## src/rtl/seq_pattern_tx.sv

```systemverilog
// Serial pattern transmitter: shifts n bits of a parallel word out MSB-first
// over valid/ready and tracks the expected overlapping 3-ones detection count.
module seq_pattern_tx #(
   parameter int WIDTH = 16,
   parameter int LEN_W = 5
) (
   input  logic             clk,
   input  logic             rst,
   input  logic             load,
   input  logic [WIDTH-1:0] data,
   input  logic [LEN_W-1:0] len,
   output logic             ready,
   output logic             x_out,
   output logic             x_valid,
   input  logic             x_ready,
   output logic             done,
   output logic [LEN_W-1:0] exp_hits
);

   typedef enum logic [1:0] {
      IDLE = 2'd0,
      SEND = 2'd1,
      DONE = 2'd2
   } state_t;

   localparam logic [LEN_W-1:0] WIDTH_L = LEN_W'(WIDTH);

   state_t           state_r, state_s;
   logic [WIDTH-1:0] shreg_r, shreg_s;
   logic [LEN_W-1:0] cnt_r, cnt_s;
   logic [LEN_W-1:0] hits_r, hits_s;
   logic [1:0]       run_r, run_s;
   logic             x_out_r, x_out_s;
   logic             x_valid_r, x_valid_s;
   logic             done_r, done_s;
   logic             ready_r, ready_s;
   logic [LEN_W-1:0] n_s;
   logic [WIDTH-1:0] aligned_s;
   logic             bit_s;

   // Next-state, datapath and registered-output values
   always_comb begin
      state_s   = state_r;
      shreg_s   = shreg_r;
      cnt_s     = cnt_r;
      hits_s    = hits_r;
      run_s     = run_r;
      x_out_s   = x_out_r;
      x_valid_s = x_valid_r;
      done_s    = 1'b0;
      ready_s   = ready_r;
      n_s       = (len > WIDTH_L) ? WIDTH_L : len;
      // Left-justify the word so the first bit to send sits at the MSB
      aligned_s = data << (WIDTH_L - n_s);
      bit_s     = shreg_r[WIDTH-1];

      case (state_r)
         IDLE: begin
            if (load) begin
               shreg_s = aligned_s;
               run_s   = 2'd0;
               hits_s  = {LEN_W{1'b0}};
               ready_s = 1'b0;
               if (n_s == {LEN_W{1'b0}}) begin
                  state_s = DONE;
                  done_s  = 1'b1;
               end else begin
                  state_s   = SEND;
                  cnt_s     = n_s;
                  x_valid_s = 1'b1;
                  x_out_s   = aligned_s[WIDTH-1];
               end
            end else begin
               state_s = IDLE;
               ready_s = 1'b1;
            end
         end
         SEND: begin
            if (x_ready) begin
               if (bit_s && (run_r == 2'd2)) begin
                  hits_s = hits_r + LEN_W'(1);
               end else begin
                  hits_s = hits_r;
               end
               if (bit_s) begin
                  run_s = (run_r == 2'd2) ? 2'd2 : run_r + 2'd1;
               end else begin
                  run_s = 2'd0;
               end
               shreg_s = shreg_r << 1;
               cnt_s   = cnt_r - LEN_W'(1);
               if (cnt_r == LEN_W'(1)) begin
                  x_valid_s = 1'b0;
                  x_out_s   = 1'b0;
                  state_s   = DONE;
                  done_s    = 1'b1;
               end else begin
                  x_out_s = shreg_r[WIDTH-2];
               end
            end else begin
               state_s = SEND;
            end
         end
         DONE: begin
            state_s = IDLE;
            ready_s = 1'b1;
         end
         default: begin
            state_s   = IDLE;
            ready_s   = 1'b1;
            x_valid_s = 1'b0;
            x_out_s   = 1'b0;
         end
      endcase
   end

   // State and output registers
   always_ff @(posedge clk or posedge rst) begin
      if (rst) begin
         state_r   <= IDLE;
         shreg_r   <= {WIDTH{1'b0}};
         cnt_r     <= {LEN_W{1'b0}};
         hits_r    <= {LEN_W{1'b0}};
         run_r     <= 2'd0;
         x_out_r   <= 1'b0;
         x_valid_r <= 1'b0;
         done_r    <= 1'b0;
         ready_r   <= 1'b1;
      end else begin
         state_r   <= state_s;
         shreg_r   <= shreg_s;
         cnt_r     <= cnt_s;
         hits_r    <= hits_s;
         run_r     <= run_s;
         x_out_r   <= x_out_s;
         x_valid_r <= x_valid_s;
         done_r    <= done_s;
         ready_r   <= ready_s;
      end
   end

   assign ready    = ready_r;
   assign x_out    = x_out_r;
   assign x_valid  = x_valid_r;
   assign done     = done_r;
   assign exp_hits = hits_r;

endmodule

```

## config.mk

```make
export PLATFORM = sky130hd
export DESIGN_NAME = seq_pattern_tx
export DESIGN_NICKNAME = d
export VERILOG_FILES = /design/src/rtl/seq_pattern_tx.sv
export SDC_FILE = /design/constraint.sdc
export NUM_CORES = 1
export LEC_CHECK = 0
export ABC_CLOCK_PERIOD_IN_PS = 5140
export CAP_MARGIN = 10
export CORE_MARGIN = 1
export CORE_UTILIZATION = 48
export CTS_BUF_LIST = sky130_fd_sc_hd__clkbuf_8
export CTS_CLUSTER_SIZE = 16
export DETAILED_ROUTE_END_ITERATION = 10
export GPL_TIMING_DRIVEN = 0
export PLACE_DENSITY = 0.67
export SETUP_SLACK_MARGIN = 0.15
export SYNTH_ARGS = -nofsm -noshare
export SYNTH_HDL_FRONTEND = slang
export SYNTH_SLANG_ARGS = --single-unit
```

## constraint.sdc

```tcl
create_clock -name clk -period 5.14 [get_ports clk]
set_input_delay 1.285 -clock clk [delete_from_list [all_inputs] [get_ports clk]]
set_output_delay 1.285 -clock clk [all_outputs]
set_load 0.01 [all_outputs]
```

==> results.yml <==
drt:
  postRouteAntennaNets: 0
  wl_per_cell_um: 16.2
  viasPerCell: 5.81
  drtIter0Drc: 152
  drc: 0
  drt_first_pass_iters: 4
  routed_wirelength_um: 6930
  route.vias.total: 2488
worst_setup_path:
  path_max_fanout: 10
  critPathRequiredTime_ns: 5.29
  crit_arrival_ns: 4.61
  critPathKind: "in -> reg"
  cpMaxStageDelayCell: "clkdlybuf4s50_1"
  max_stage_delay_ns: 0.58
  path_buf_inv: 6
  critPathCaptureType: "register"
  cpMostUsedCell: "buf_2"
  path_cells: "clkdlybuf4s50_1 -> nor2b_1 -> buf_4 -> buf_6 -> inv_2 -> buf_2 -> ha_1 -> buf_2 -> xnor2_1 -> mux2_2 -> a221o_1 -> nor3b_1 -> o221ai_1"
  critPathTopFamily: "buffers and inverters"
  critPathLaunchType: "primary input"
final_layout:
  antennaDiodeCount: 0
  area.growth.synth_to_final_pct: 18.3
  utilization_pct: 58.7
  drive_above_1_share_pct: 11.0
  instances_no_fill: 428
  final_nets: 387
synth:
  synth_ff_type: "dfrtp_1"
  ys_ff_latch: 34
  netlist_area_mm2: 0.00271
  synthArstFlopShare_pct: 100
  ys_seq_area_share_pct: 31.4
  yosys_warnings: 0
  syn_inst: 317
  synth_nets: 349
  synth-edff-count: 0
  avgSynthCellArea_um2: 8.56
  synth_cell_type_count: 57
status:
  status: "finished clean"
placed_design:
  dp_hpwl_um: 5330
  gp_congestion: 0.883
  portBuffers: 30
  post-place-cells: 420
global_routing:
  grt_pass1_wl_um: 11500
  grt_use_total_pct: 24.6
  grt_pass1_vias: 2405
  antenna_found_initial: 0
  grt_max_degree: 21
  grt_overflow_total: 0
sta:
  max_freq_mhz: 224
  maxSlewHeadroom_pct: 43.9
  drv_slew: 0
  finalSetupViolCount: 0
  final_hold_viol_count: 0
  rsz0062_at_grt: "false"
  layout_min_cycle_time_ns: 4.46
  fin_skew_ns: 0.00559
  fin_crit_sh_pct: 86.8
  worst_pin_slew_ns: 0.840
  tns_ns: 0
power_and_ir_drop:
  peakVddDrop_v: 0.000182
  power_density_mw_per_mm2: 407
  leakagePower_nw: 1.34
floorplan:
  die_w_um: 77.2
  rows: 27
  core-area_mm2: 0.00547
  fp.dieH_um: 77.2
  start_util_pct: 49.6
  fp.dieArea_mm2: 0.00596
  ios: 34
clocking:
  cts_tree: "built"
  clk_path_buf_depth: 2
  post_cts_buffers: 0
  h-tree-depth: 2
  holdBufCountCts: 0
  cts.sinks: 34
  cts_made_buffers: 5
  clk_latency_ns: 0.29
  root_buffer: "clkbuf_8"
  path_clk_slew_ns: 0.06
  postCtsResizedCells: 0
hold_path:
  min_path_type: "reg -> reg"
run:
  cap_violations: 0
per-stage QoR:
stage	hold slack, ns	worst slack [ns]	power, mW	instance area, um2
global placement	0.486	0.355	1.11	3100
CTS	0.500	0.666	1.31	3210
finish	0.497	0.678	1.31	3210
global route	0.535	0.416	1.42	3210
detailed placement	0.491	0.368	1.12	3130
floorplan	0.465	1.33	0.922	2710
synthesized netlist by cell type, types with 3 or more instances:
library cell	instances	area, um2
a21oi_1	17	85.1
a22oi_1	3	22.5
a31oi_1	7	43.8
a32o_1	3	30.0
buf_2	7	35.0
clkbuf_1	12	45.0
dfrtp_1	33	826
ha_1	7	87.6
inv_1	10	37.5
mux2_2	10	113
mux2i_1	27	270
mux4_2	3	67.6
nand2_1	34	128
nand2b_1	7	43.8
nand3_1	4	20.0
nand4_1	6	37.5
nor2_1	32	120
nor2b_1	5	31.3
nor3_1	6	30.0
o211ai_1	3	22.5
o21ai_0	26	130
o21ai_1	3	15.0
o22ai_1	5	31.3
xor2_1	3	26.3
final cells by class:
type / count / area [um2]
fillers: 533 / 2260
flip-flops and latches: 34 / 852
well taps: 72 / 90.1
inverters: 11 / 41.3
repair buffers: 31 / 328
clock inverters: 3 / 11.3
multi-input cells: 249 / 1710
plain buffers: 23 / 110
clock buffers: 5 / 68.8
tightest hold or removal path, stage by stage, from the launching register on:
cell     delay (ns)
dfstp_2        0.37
nor2_1         0.09
nor2_1         0.04
report_power, final:
group | switching [mW] | internal (mW)
Sequential | 0.0805 | 0.385
Combinational | 0.370 | 0.285
Clock | 0.0960 | 0.0903
Total | 0.547 | 0.761
state kept, by name (all words and copies together) (netlist names):
register / count
shreg_r: 16
cnt_r: 5
exp_hits: 5
run_r: 2
state_r: 2
done: 1
ready: 1
x_out: 1
x_valid: 1
final timing paths:
path,start,end,slack (ns),cells past startpoint
worst max-delay path,len[0],shreg_r[14],0.68,13
worst min-delay path,ready,ready,0.50,2
worst max register to register,state_r[0],x_out,3.14,6
worst min register to register,ready,ready,0.50,2
max in group asynchronous,rst,shreg_r[13],3.11,3
min in group asynchronous,rst,run_r[0],1.47,2
logic make-up after synthesis:
family / after synthesis / synth area share [%]
and+or+nand+nor: 106 / 18.6
buffers and inverters: 34 / 5.58
muxes: 42 / 17.7
DFF: 34 / 31.4
xor gates and xnor gates: 6 / 2.49
AOI/OAI and AO/OA: 88 / 21.0
adders and majority gates: 7 / 3.23
cell usage in the layout (no fill, tap or decap), types with 6 or more instances in the layout:
cell type / instances
inv_1: 13
a31oi_1: 7
dfrtp_1: 33
nand4_1: 6
mux2_2: 10
nand2b_1: 7
clkdlybuf4s50_1: 30
ha_1: 7
o21ai_0: 26
nand2_1: 34
nor2_1: 32
mux2i_1: 27
nor3_1: 6
clkbuf_1: 12
buf_2: 7
a21oi_1: 17
layer usage:
metal | track usage [%] | vias to the layer above | part of all wire [%]
met5 | 0 | - | 0
met4 | 10.0 | 0 | 2.7
met3 | 2.50 | 14 | 3.7
met2 | 41.3 | 66 | 47
met1 | 32.1 | 1174 | 47
li1 | - | 1234 | -
No activity file was read; power rests on OpenSTA's default activity.
